==> config.mk <==
export PLATFORM = sky130hd
export DESIGN_NAME = sort_scheduler_flat
export DESIGN_NICKNAME = d
export VERILOG_FILES = /design/src/rtl/sort_scheduler_if.sv /design/src/rtl/sort_scheduler.sv /design/src/flat_wrapper.sv
export SDC_FILE = /design/constraint.sdc
export NUM_CORES = 1
export LEC_CHECK = 0
export CAP_MARGIN = 20
export CORE_AREA = 4 4 287 289
export DETAILED_ROUTE_END_ITERATION = 8
export DIE_AREA = 0 0 291 293
export REMOVE_ABC_BUFFERS = 1
export SETUP_SLACK_MARGIN = 0.02
export SYNTH_ARGS = -nofsm -noshare
export SYNTH_HDL_FRONTEND = slang
export SYNTH_SLANG_ARGS = --single-unit
==> constraint.sdc <==
create_clock -name clk -period 2.4 [get_ports clk]
set_clock_uncertainty 0.2 [all_clocks]
set_input_delay 0.72 -clock clk [delete_from_list [all_inputs] [get_ports clk]]
set_output_delay 0.72 -clock clk [all_outputs]
set_load 0.01 [all_outputs]
==> src/rtl/sort_scheduler_if.sv <==
// Handshake and data bundle between the sort scheduler and its neighbours:
// the packet source, the merge sorter and the modulator.
interface sort_scheduler_if #(
  parameter int PACKET_WIDTH    = 16,
  parameter int INDEX_WIDTH     = 4,
  parameter int PREAMBLE_LENGTH = 32
);
  localparam int SORTED_WIDTH = PACKET_WIDTH*(8+INDEX_WIDTH)+PREAMBLE_LENGTH;

  logic                         in_valid;
  logic                         in_ready;
  logic [PACKET_WIDTH-1:0][7:0] in_packet;
  logic [PACKET_WIDTH-1:0][7:0] sort_packet;
  logic                         sort_start;
  logic                         sort_reset;
  logic                         sort_done;
  logic [SORTED_WIDTH-1:0]      sorted_in;
  logic                         out_valid;
  logic                         out_ready;
  logic [SORTED_WIDTH-1:0]      out_sorted;
  logic                         timeout_pulse;
  logic [15:0]                  pkt_count;
  logic [7:0]                   timeout_count;

  modport master (
    input  in_valid, in_packet, sort_done, sorted_in, out_ready,
    output in_ready, sort_packet, sort_start, sort_reset, out_valid, out_sorted,
           timeout_pulse, pkt_count, timeout_count
  );

  modport slave (
    output in_valid, in_packet, sort_done, sorted_in, out_ready,
    input  in_ready, sort_packet, sort_start, sort_reset, out_valid, out_sorted,
           timeout_pulse, pkt_count, timeout_count
  );
endinterface

==> src/rtl/sort_scheduler.sv <==
// Sequences one packet at a time through the merge sorter, with a watchdog
// that aborts and resets a sorter that never signals completion.
//
// state     | meaning
// IDLE      | ready for a packet from the source
// LAUNCH    | packet held, start strobe to the sorter
// WAIT_SORT | waiting for sorter done, watchdog running
// HOLD      | sorted word offered to the modulator
module sort_scheduler #(
  parameter int PACKET_WIDTH    = 16,
  parameter int INDEX_WIDTH     = 4,
  parameter int PREAMBLE_LENGTH = 32,
  parameter int TIMEOUT_CYCLES  = 256
) (
  input  logic              clk,
  input  logic              reset,
  sort_scheduler_if.master  bus
);
  localparam int SORTED_WIDTH = PACKET_WIDTH*(8+INDEX_WIDTH)+PREAMBLE_LENGTH;
  localparam int WD_W         = $clog2(TIMEOUT_CYCLES);

  typedef enum logic [1:0] {IDLE, LAUNCH, WAIT_SORT, HOLD} state_t;

  state_t                       state, next_state;
  logic [WD_W-1:0]              wd_cnt;
  logic                         abort_q;
  logic                         in_ready_q, sort_start_q, out_valid_q, timeout_pulse_q;
  logic [PACKET_WIDTH-1:0][7:0] sort_packet_q;
  logic [SORTED_WIDTH-1:0]      out_sorted_q;
  logic [15:0]                  pkt_count_q;
  logic [7:0]                   timeout_count_q;
  logic                         accept, capture, abort, transfer;

  always_comb begin
    next_state = state;
    accept     = 1'b0;
    capture    = 1'b0;
    abort      = 1'b0;
    transfer   = 1'b0;
    case (state)
      IDLE: begin
        if (bus.in_valid && in_ready_q) begin
          accept     = 1'b1;
          next_state = LAUNCH;
        end
      end
      LAUNCH: next_state = WAIT_SORT;
      WAIT_SORT: begin
        // done takes priority over a watchdog expiry in the same cycle
        if (bus.sort_done) begin
          capture    = 1'b1;
          next_state = HOLD;
        end else if (wd_cnt == WD_W'(TIMEOUT_CYCLES-1)) begin
          abort      = 1'b1;
          next_state = IDLE;
        end
      end
      HOLD: begin
        if (bus.out_ready) begin
          transfer   = 1'b1;
          next_state = IDLE;
        end
      end
      default: next_state = IDLE;
    endcase
  end

  always_ff @(posedge clk) begin
    if (reset) begin
      state           <= IDLE;
      wd_cnt          <= '0;
      abort_q         <= 1'b0;
      in_ready_q      <= 1'b0;
      sort_start_q    <= 1'b0;
      out_valid_q     <= 1'b0;
      timeout_pulse_q <= 1'b0;
      sort_packet_q   <= '0;
      out_sorted_q    <= '0;
      pkt_count_q     <= '0;
      timeout_count_q <= '0;
    end else begin
      state           <= next_state;
      in_ready_q      <= (next_state == IDLE);
      sort_start_q    <= (next_state == LAUNCH);
      out_valid_q     <= (next_state == HOLD);
      abort_q         <= abort;
      timeout_pulse_q <= abort;
      if (state == LAUNCH)         wd_cnt <= '0;
      else if (state == WAIT_SORT) wd_cnt <= wd_cnt + 1'b1;
      if (accept)  sort_packet_q <= bus.in_packet;
      if (capture) out_sorted_q  <= bus.sorted_in;
      if (transfer) pkt_count_q  <= pkt_count_q + 16'd1;
      if (abort && timeout_count_q != 8'hFF) timeout_count_q <= timeout_count_q + 8'd1;
    end
  end

  assign bus.in_ready      = in_ready_q;
  assign bus.sort_start    = sort_start_q;
  assign bus.sort_reset    = reset | abort_q;
  assign bus.out_valid     = out_valid_q;
  assign bus.timeout_pulse = timeout_pulse_q;
  assign bus.sort_packet   = sort_packet_q;
  assign bus.out_sorted    = out_sorted_q;
  assign bus.pkt_count     = pkt_count_q;
  assign bus.timeout_count = timeout_count_q;
endmodule

==> src/flat_wrapper.sv <==
// flat-port wrapper written by rule: the top's interface ports become plain ports
module sort_scheduler_flat 
#(
  parameter int PACKET_WIDTH    = 16,
  parameter int INDEX_WIDTH     = 4,
  parameter int PREAMBLE_LENGTH = 32,
  parameter int TIMEOUT_CYCLES  = 256
)
  (clk, reset, bus_in_valid, bus_in_packet, bus_sort_done, bus_sorted_in, bus_out_ready, bus_in_ready, bus_sort_packet, bus_sort_start, bus_sort_reset, bus_out_valid, bus_out_sorted, bus_timeout_pulse, bus_pkt_count, bus_timeout_count);
  sort_scheduler_if #(.PACKET_WIDTH(PACKET_WIDTH), .INDEX_WIDTH(INDEX_WIDTH), .PREAMBLE_LENGTH(PREAMBLE_LENGTH)) bus_i ();
  input  logic clk;
  input  logic reset;
  input wire logic [$bits(bus_i.in_valid)-1:0] bus_in_valid;
  input wire logic [$bits(bus_i.in_packet)-1:0] bus_in_packet;
  input wire logic [$bits(bus_i.sort_done)-1:0] bus_sort_done;
  input wire logic [$bits(bus_i.sorted_in)-1:0] bus_sorted_in;
  input wire logic [$bits(bus_i.out_ready)-1:0] bus_out_ready;
  output wire logic [$bits(bus_i.in_ready)-1:0] bus_in_ready;
  output wire logic [$bits(bus_i.sort_packet)-1:0] bus_sort_packet;
  output wire logic [$bits(bus_i.sort_start)-1:0] bus_sort_start;
  output wire logic [$bits(bus_i.sort_reset)-1:0] bus_sort_reset;
  output wire logic [$bits(bus_i.out_valid)-1:0] bus_out_valid;
  output wire logic [$bits(bus_i.out_sorted)-1:0] bus_out_sorted;
  output wire logic [$bits(bus_i.timeout_pulse)-1:0] bus_timeout_pulse;
  output wire logic [$bits(bus_i.pkt_count)-1:0] bus_pkt_count;
  output wire logic [$bits(bus_i.timeout_count)-1:0] bus_timeout_count;
  assign bus_i.in_valid = bus_in_valid;
  assign bus_i.in_packet = bus_in_packet;
  assign bus_i.sort_done = bus_sort_done;
  assign bus_i.sorted_in = bus_sorted_in;
  assign bus_i.out_ready = bus_out_ready;
  assign bus_in_ready = bus_i.in_ready;
  assign bus_sort_packet = bus_i.sort_packet;
  assign bus_sort_start = bus_i.sort_start;
  assign bus_sort_reset = bus_i.sort_reset;
  assign bus_out_valid = bus_i.out_valid;
  assign bus_out_sorted = bus_i.out_sorted;
  assign bus_timeout_pulse = bus_i.timeout_pulse;
  assign bus_pkt_count = bus_i.pkt_count;
  assign bus_timeout_count = bus_i.timeout_count;
  sort_scheduler #(.PACKET_WIDTH(PACKET_WIDTH), .INDEX_WIDTH(INDEX_WIDTH), .PREAMBLE_LENGTH(PREAMBLE_LENGTH), .TIMEOUT_CYCLES(TIMEOUT_CYCLES)) u_core (.clk(clk), .reset(reset), .bus(bus_i));
endmodule
# Word level (Yosys, flattened, before mapping)
# Index checks and enable logic that the tools add are counted.
# word_totals
register_bits,390
out_inout_bits,381
wordCells,55
# op_classes
addsub,3
eq_ne,7
n_mux,14
n_bitwise,1
n_reduce_logical,5
# op_table
operator,count
"adder 16 x 1 -> 16 bit, second input constant",1
"adder 8 x 1 -> 8 bit, second input constant",2
two-way mux 1 bit,9
"equality test 8 bit, second input constant",1
two-way mux 2 bit,4
"inequality test 8 bit, second input constant",1
one-hot mux 2 bit (4 select lines),1
"equality test 2 bit, second input constant",3
"equality test 2 x 1 -> 1 bit, second input constant",2
logical NOT 2 bit,2
logical AND 1 bit,2
OR reduction 2 bit,1
bitwise OR 1 bit,1

# Logic depth before layout (Yosys ltp)
# Gate-level depths: netlist of the first run.
# logic_depth
depth_word,5
depth_mapped,8
depth_no_buf,5

# Least setup slack after synthesis of the first run
# OpenSTA, ideal clock, no wires.
# synth_path
path_type,in2out
from,input port reset
to,output port bus_sort_reset
arrival_time_ps,1653
required_ps,1480
setup_slack_ps,-173
cell_stages,4
path_buffers,3
cell_sequence,clkbuf_1 -> clkbuf_1 -> clkbuf_1 -> or2_2
# synth_via
elab_chain_cells,1
# synth_lines
element,line_no,rtl
from (decl),flat_wrapper.sv:12,input logic reset;
bitwise OR 1 bit,sort_scheduler.sv:99,assign bus.sort_reset = reset | abort_q;
to (decl),flat_wrapper.sv:21,output wire logic [$bits(bus_i.sort_reset)-1:0] bus_sort_reset;
# No other way between the ends.

# Worst setup path in the final report of the first run
# layout_path
from,register u_core.wd_cnt[1]
to,register u_core.timeout_count_q[3] (netlist: u_core.bus.timeout_count[3])
# layout_via
elab_chain_cells,5
# layout_lines
element,line_no,rtl
from (decl),sort_scheduler.sv:25,logic [WD_W-1:0] wd_cnt;
from (signal assigned),sort_scheduler.sv:89,else if (state == WAIT_SORT) wd_cnt <= wd_cnt + 1'b1;
equality test 8 bit,sort_scheduler.sv:53,end else if (wd_cnt == WD_W'(TIMEOUT_CYCLES-1)) begin
two-way mux 1 bit,sort_scheduler.sv:53,
two-way mux 1 bit,sort_scheduler.sv:50,if (bus.sort_done) begin
two-way mux 1 bit,sort_scheduler.sv:40,case (state)
logical AND 1 bit,sort_scheduler.sv:93,if (abort && timeout_count_q != 8'hFF) timeout_count_q <= timeout_count_q + 8'd1;
to (signal assigned),sort_scheduler.sv:93,
to (decl),sort_scheduler.sv:31,logic [7:0] timeout_count_q;
# No other way between the ends.
# A chain may end at the register's enable or synchronous reset.

==> reports/metrics.cfg, run 1 <==
[route]
ant_nets=0
wl_mm=60.14
wire_per_inst_microns=16.80
dr.pass1.iters=5
drt_iter0_markers=529
dr_total_vias=14260
via_per_inst=3.982
route.detailed.drc=0

[layout]
post-route-util=0.3019
mostFrequentLayoutCell=nand2_1
final_nets=2841
final_cell_mix=720 x nand2_1, 386 x dfxtp_1, 380 x dlygate4sd2_1
final_cell_area_sq_mm=0.02412
fillers=8615
drive_gt1_frac=0.07194
area_growth_syn_to_layout_pct=76.17

[worst_setup_path]
worstPathArrival_ns=2.60
reg2reg_depth=5
critPathLaunchType=flip-flop
rr_startpoint=u_core.wd_cnt[1]$_SDFFE_PP0P_
cp.required_ns=2.71
r2r_slack_ns=0.11
rr_endpoint=u_core.bus.timeout_count[3]$_SDFFE_PP0P_
worstSetupEndpointType=flip-flop
cp-endpoint=u_core.bus.timeout_count[3]$_SDFFE_PP0P_
crit_start=u_core.wd_cnt[1]$_SDFFE_PP0P_
crit_path_max_fanout=11
worstSetupPathType=flip-flop to flip-flop

[run]
cap_violations=0

[placed_design]
numPortBuffers=737
hpwl_mm=45.73
place_ws_ns=-0.4315
postPlaceCellArea_sq_mm=0.02294
gp_congestion=0.8122

[logic_synthesis]
yosys.area.top_type_share=0.5703
synth_edf_count=0
ys_warn_count=0
synth_top_family_by_area=simple AND/OR/NAND/NOR gates
yosys.area.top_type=dfxtp_1
ys_seq_area_frac=0.5703
synth_area_leaders=dfxtp_1 57%, nand2_1 20%, a21oi_1 13%, clkbuf_1 3.0%, nor2_1 0.82%
synth.area.mux_share=0.006306
synth.avg_cell_area_sq_um=7.882
synth_compound_area_frac=0.1396
ys_seq_elements=390
synthArstFlopShare=0
synthSimpleGateAreaFrac=0.2356
synthAdderAreaFrac=0.002742
yosys_most_used_dff=dfxtp_1
synthXorXnorAreaFrac=0.008956
syn_area_sq_mm=0.01369
syn_inst=1737
ys_types=40

[cts]
cts_max_level=2
cts_hold_buf=0
clockBufferDepth=3
cts.sinks=390
cts_tree=built
clock-root-buffer=clkbuf_16
numCtsBuffers=46
clk_latency_ns=0.58
path_clk_slew_ns=0.06
post_cts_resized=386
cts_setup_buffers=0

[timing]
rsz0062_at_grt=no
fmaxAchievable_mhz=436.5
fin_worst_hold_slack_ns=0.2477
finalWorstSetupSlack_ns=0.1093
max-slew-margin-rel=0.2449
setup-violations-final=0
worst_pin_slew_ns=1.133
maxSlewViolCount=0
post-route-min-period_ns=2.291
hold_viol=0
period_share=0.9545

[floorplan]
num_io_pins=738
dieArea_sq_mm=0.08526
initial_core_util=0.1714
core_area_sq_mm=0.07990
die_h_microns=293
dieWidth_microns=291
rows=104

[run_status]
outcome=complete, no violations

[global_route]
grt_overflow_total=0
grt_usage=0.1325
grt_pass1_wl_mm=87.82
antenna_found_initial=10
grt_pass1_vias=13920
grt_max_degree=171

[min_path]
hold_path_startpoint=u_core.bus.sort_packet[98]$_SDFFE_PP0P_
min_path_type=flip-flop to flip-flop

[pwr]
finalPower_w=0.01650
p_leak_nw=10.11
ir_drop_uv=492.3
p_per_area_mw_per_mm2=684.3

## how the worst min path moves through the flow
stage                                              endpoint  cells after the start
floorplan             u_core.bus.out_sorted[0]$_SDFFE_PP0P_                      2
global placement    u_core.bus.out_sorted[170]$_SDFFE_PP0P_                      2
detailed placement   u_core.bus.out_sorted[26]$_SDFFE_PP0P_                      2
CTS                  u_core.bus.out_sorted[84]$_SDFFE_PP0P_                      2
global route        u_core.bus.out_sorted[223]$_SDFFE_PP0P_                      2
finish              u_core.bus.sort_packet[98]$_SDFFE_PP0P_                      2
## layer usage
layer  up-vias  track usage  part of all wire
li1       7126            -                 -
met1      6477       0.1518              0.40
met2       545       0.2175              0.46
met3       101      0.05820              0.10
met4         6      0.05264             0.035
met5         -            0           0.00058
## cell families (layout without fill, tap and decap cells)
| group | after synthesis | after routing |
|---|---|---|
| simple gates | 816 | 816 |
| flops | 390 | 390 |
| compound gates | 376 | 376 |
| buf+inv | 130 | 909 |
| xor+xnor | 14 | 14 |
| mux | 8 | 8 |
| fa+ha+maj | 3 | 3 |
| other cells | 0 | 4 |
## per-stage QoR
stage               setup TNS (ns)  cells
finish                           0   3580
global route                     0   3580
CTS                              0   3576
detailed placement          -14.75   3493
global placement            -12.03   3493
floorplan                 -1291.69   1611
## critical path, cell delays in order (launching register included)
cell,delay (ns)
dfxtp_1,0.33
ha_1,0.22
nand4_2,0.15
or4_4,0.62
or4_1,0.54
a21oi_1,0.16
## Yosys cell counts (2+ instances only)
master,instances
a21oi_1,360
a32oi_1,2
and2_1,2
buf_1,12
buf_2,3
clkbuf_1,110
dfxtp_1,390
ha_1,3
inv_1,4
mux2_2,5
mux2i_1,3
nand2_1,721
nand2b_1,5
nand3_1,12
nand4_1,6
nor2_1,30
nor2b_1,6
nor3_1,9
nor3b_1,2
nor4_1,9
o21ai_0,6
o31ai_1,2
or2_2,2
or3_1,3
or4_1,3
xnor2_1,11
xor2_1,3
## flip-flops by register name, indices dropped and copies added, names as in the netlist
name / cells
u_core.bus.out_sorted: 224
u_core.bus.sort_packet: 128
u_core.bus.pkt_count: 16
u_core.bus.timeout_count: 8
u_core.wd_cnt: 8
u_core.state: 2
u_core.bus.in_ready: 1
u_core.bus.out_valid: 1
u_core.bus.sort_start: 1
u_core.bus.timeout_pulse: 1
## where the power goes
part	total [W]	internal, W	leakage [nW]	switching, W
logic	0.00205	0.00109	6.15	0.000968
clock network	0.00760	0.00464	0.797	0.00296
registers	0.00685	0.00673	3.16	0.000121
## layout make-up
type | count | area (sq um) | share of cell area
timing repair buffer | 822 | 7903 | 0.3277
inverter | 4 | 15.01 | 0.0006225
multi-input combinational | 1217 | 5416 | 0.2246
clock inverter | 17 | 299.0 | 0.01240
tap | 1060 | 1326 | 0.05499
antenna | 4 | 10.01 | 0.0004150
clock buffer | 66 | 1336 | 0.05541
sequential | 390 | 7812 | 0.3239
No activity file was read; power rests on OpenSTA's default activity.
==> inputs of run 2 (changes only) <==
SETUP_SLACK_MARGIN = 0.05   (was 0.02)
==> reports/metrics.cfg, run 2 (same netlist as run 1, synthesis figures left out) <==
[route]
ant_nets=0
route.detailed.drc=0
drt_iter0_markers=519
dr_total_vias=14230
wire_per_inst_microns=16.81
via_per_inst=3.976
dr.pass1.iters=4
wl_mm=60.18

[run]
cap_violations=0

[worst_setup_path]
critical-path-slowest-cell=or4_4
critPathBufInv=1
worstSetupEndpointType=flip-flop
crit_start=bus_sort_done
worstSetupPathType=input pin to flip-flop
rr_startpoint=u_core.wd_cnt[1]$_SDFFE_PP0P_
critical-path-max-stage-delay_ns=0.60
cp.required_ns=2.71
crit_chain=clkdlybuf4s50_1, nand2b_1, or4_4, or4_1, a21oi_1
crit_path_max_fanout=11
critPathLaunchType=input pin
critical-path-top-delay-family=simple AND/OR/NAND/NOR gates
worstPathArrival_ns=2.62

[floorplan]
num_io_pins=738
dieWidth_microns=291
core_area_sq_mm=0.07990
die_h_microns=293
rows=104
initial_core_util=0.1714
dieArea_sq_mm=0.08526

[cts]
cts.sinks=390
cts_max_level=2
cts_hold_buf=0
clock-root-buffer=clkbuf_16
numCtsBuffers=46
clk_latency_ns=0.58
cts_tree=built
clockBufferDepth=3
cts_setup_buffers=0
path_clk_slew_ns=0.06

[layout]
drive_gt1_frac=0.07234
area_growth_syn_to_layout_pct=76.15
mostFrequentLayoutCell=nand2_1
final_nets=2841
final_cell_mix=720 x nand2_1, 386 x dfxtp_1, 378 x dlygate4sd2_1
largest_reg_flops=224
final_cell_area_sq_mm=0.02412
final-instance-count-excl-fill=3580

[timing]
fin_worst_hold_slack_ns=0.2477
fmaxAchievable_mhz=433.2
period_share=0.9619
maxSlewViolCount=0
hold_viol=0
setup-violations-final=0
rsz0062_at_grt=yes
post-route-min-period_ns=2.309
max-slew-margin-rel=0.2613
worst_pin_slew_ns=1.108

[global_route]
grt_usage=0.1325
grt_pass1_vias=13920
grt_pass1_wl_mm=87.82
antenna_found_initial=10
grt_max_degree=171
grt_overflow_total=0

[placed_design]
postPlaceCellArea_sq_mm=0.02294
numPortBuffers=737
dpl.cell_count=3493
hpwl_mm=45.73
gp_congestion=0.8122

[pwr]
p_leak_nw=10.10
ir_drop_uv=489.7
p_per_area_mw_per_mm2=684.6

[min_path]
hold_path_startpoint=u_core.bus.sort_packet[98]$_SDFFE_PP0P_
min_path_type=flip-flop to flip-flop

[run_status]
outcome=complete, no violations

## run 2: cell count changes in the layout (fill, tap and decap cells not counted)
cell,previous run,this run
clkdlybuf4s15_1,0,1
dlygate4sd2_1,380,378
buf_2,0,1
## run 2: power breakdown
part | switching, W | internal, W
combinational | 0.000967 | 0.00109
clock | 0.00297 | 0.00464
sequential | 0.000121 | 0.00673
total | 0.00406 | 0.0125
## run 2: metal layers
layer,track usage,vias to the layer above,part of all wire
li1,-,7126,-
met1,0.1518,6457,0.40
met2,0.2175,545,0.46
met3,0.05820,99,0.10
met4,0.05264,6,0.035
met5,0,-,0.00058
## run 2: layout make-up
type / instances / area (sq um)
Antenna cell: 4 / 10.01
Clock buffer: 66 / 1336
Clock inverter: 17 / 299.0
Fill cell: 8614 / 55780
Inverter: 4 / 15.01
Multi-Input combinational cell: 1217 / 5416
Sequential cell: 390 / 7812
Tap cell: 1060 / 1326
Timing Repair Buffer: 822 / 7900
## run 2: worst paths after layout
| path | to | slack, ns | depth (start not counted) |
|---|---|---|---|
| setup / recovery | u_core.bus.timeout_count[3]$_SDFFE_PP0P_ | 0.09 | 5 |
| hold / removal | u_core.bus.sort_packet[98]$_SDFFE_PP0P_ | 0.25 | 2 |
| setup reg to reg | u_core.bus.timeout_count[3]$_SDFFE_PP0P_ | 0.21 | 5 |
| hold reg to reg | u_core.bus.sort_packet[98]$_SDFFE_PP0P_ | 0.25 | 2 |
## run 2: metrics by stage
stage | power [W] | TNS [ns] | utilization | worst slack [ns]
6_report | 0.01651 | 0 | 0.3018 | 0.09146
4_1_cts | 0.01683 | 0 | 0.3016 | 0.05446
3_5_place_dp | 0.009255 | -14.75 | 0.2871 | -0.4315
3_3_place_gp | 0.009245 | -12.03 | 0.2871 | -0.4292
2_1_floorplan | 0.007651 | -1291.69 | - | -5.260
5_1_grt | 0.01723 | 0 | 0.3018 | 0.03532
## run 2: repair_timing
action	in CTS	in global routing
pin swaps	0	1
gates cloned	0	0
resized for setup	388	5
setup endpoints to repair	381	5
## run 2: worst reg2reg max path, cell delays in order (launching register included)
cell and delay [ns]:
dfxtp_1 0.33, ha_1 0.22, nand4_2 0.15, or4_4 0.52, or4_1 0.54, a21oi_1 0.16
==> inputs of run 3 (changes only) <==
CORE_AREA = 2 2 285 287   (was 4 4 287 289)
DIE_AREA = 0 0 287 289   (was 0 0 291 293)
==> reports/metrics.cfg, run 3 (same netlist as run 1, synthesis figures left out) <==
[layout]
fillers=8687
final_cell_area_sq_mm=0.02423
post-route-util=0.3032
final-instance-count-excl-fill=3603
drive_gt1_frac=0.08117
largest_reg_flops=224
final_nets=2858
final_cell_mix=720 x nand2_1, 380 x dfxtp_1, 375 x dlygate4sd2_1
area_growth_syn_to_layout_pct=76.97
mostFrequentLayoutCell=nand2_1

[cts]
clk_latency_ns=0.59
cts_setup_buffers=0
cts_max_level=2
path_clk_slew_ns=0.06
clockBufferDepth=3
numCtsBuffers=48
clock-root-buffer=clkbuf_16
cts_hold_buf=0
cts_tree=built
cts.sinks=390

[run_status]
outcome=complete, no violations

[timing]
rsz0062_at_grt=yes
post-route-min-period_ns=2.299
fmaxAchievable_mhz=435.1
maxSlewViolCount=0
setup-violations-final=0
worst_pin_slew_ns=0.6616
max-slew-margin-rel=0.5589
period_share=0.9577
hold_viol=0
fin_worst_hold_slack_ns=0.2485

[worst_setup_path]
critical-path-slowest-cell=dfxtp_1
critPathLaunchType=flip-flop
critical-path-top-delay-family=flip-flops
worstSetupEndpointType=output pin
critical-path-max-stage-delay_ns=0.45
critPathBufInv=1
worstSetupPathType=flip-flop to output pin
crit_path_max_fanout=7
worstPathArrival_ns=1.38
crit_chain=clkdlybuf4s15_1
cp.required_ns=1.48

[route]
via_per_inst=3.965
dr.pass1.iters=4
dr_total_vias=14290
ant_nets=0
drt_iter0_markers=524
route.detailed.drc=0
wire_per_inst_microns=16.49
wl_mm=59.42

[global_route]
grt_use_met1=0.1540
antenna_found_initial=12
grt_pass1_wl_mm=85.97
grt_pass1_vias=13920
grt_usage=0.1345
gr-usage-met3=0.05370
busiest_layer=met2
use_met2=0.2268
grt_max_degree=125
grt_overflow_total=0

[pwr]
ir_drop_uv=471.5
p_leak_nw=10.16
p_per_area_mw_per_mm2=682.5

[placed_design]
postPlaceCellArea_sq_mm=0.02301
hpwl_mm=44.88
dpl.cell_count=3508
numPortBuffers=737
gp_congestion=0.7937

[run]
cap_violations=0

[floorplan]
die_h_microns=289
initial_core_util=0.1714
rows=104
num_io_pins=738
core_area_sq_mm=0.07990
dieWidth_microns=287
dieArea_sq_mm=0.08294

[min_path]
min_path_type=flip-flop to flip-flop

==> run 3: cell types whose count changed in the layout (fill, tap and decap cells not counted), moves of 3 or more <==
cell,before,now
buf_4,56,75
dfxtp_1,386,380
dfxtp_2,4,10
clkbuf_1,9,14
buf_12,29,26
bufinv_16,7,4
clkbuf_16,46,49
dlygate4sd2_1,378,375
==> run 3: layout make-up <==
class	count	area [sq um]	area share
Timing Repair Buffer	837	7976	0.3292
Inverter	4	15.01	0.0006197
Tap cell	1060	1326	0.05474
Clock buffer	74	1430	0.05903
Clock inverter	16	222.7	0.009192
Sequential cell	390	7820	0.3228
Multi-Input combinational cell	1217	5425	0.2239
Antenna cell	5	12.51	0.0005164
==> run 3: routing by layer <==
layer | part of all wire | vias to the layer above | routed length [microns]
li1 | - | 7163 | -
met1 | 0.40 | 6483 | 23690
met2 | 0.47 | 532 | 28130
met3 | 0.099 | 95 | 5857
met4 | 0.028 | 12 | 1670
met5 | 0.0013 | - | 76
==> run 3: repair_timing <==
item                       CTS  global route
setup endpoints to repair  380             7
resized for setup          393             8
gates cloned                 0             0
==> run 3: path summary, 6_finish.rpt <==
path,startpoint,endpoint,slack (ns),cells after the start
setup / recovery,u_core.bus.pkt_count[3]$_SDFFE_PP0P_,bus_pkt_count[3],0.10,1
hold / removal,u_core.bus.out_sorted[80]$_SDFFE_PP0P_,u_core.bus.out_sorted[80]$_SDFFE_PP0P_,0.25,2
setup reg to reg,u_core.wd_cnt[0]$_SDFFE_PP0P_,u_core.bus.timeout_count[4]$_SDFFE_PP0P_,0.14,5
hold reg to reg,u_core.bus.out_sorted[80]$_SDFFE_PP0P_,u_core.bus.out_sorted[80]$_SDFFE_PP0P_,0.25,2
==> run 3: per-stage QoR <==
stage               TNS [ns]  setup slack (ns)  total power, W
finish                     0            0.1015         0.01653
CTS                        0           0.01410         0.01683
detailed placement    -21.67           -0.3955        0.009267
global route               0          0.007418         0.01728
global placement      -23.83           -0.4342        0.009259
floorplan           -1291.69            -5.260        0.007651
==> run 3: worst register-to-register path: cells and delay by family, from the launching register on <==
family,cells,cell delay [ns]
simple gates,3,1.28
flops,1,0.33
compound gates,1,0.16
fa+ha+maj,1,0.21
==> run 3: power breakdown <==
| part | internal [W] | switching (W) | total (W) |
|---|---|---|---|
| Sequential | 0.00673 | 0.000118 | 0.00685 |
| Combinational | 0.00110 | 0.000975 | 0.00207 |
| Clock | 0.00456 | 0.00306 | 0.00761 |
| Total | 0.0124 | 0.00415 | 0.0165 |
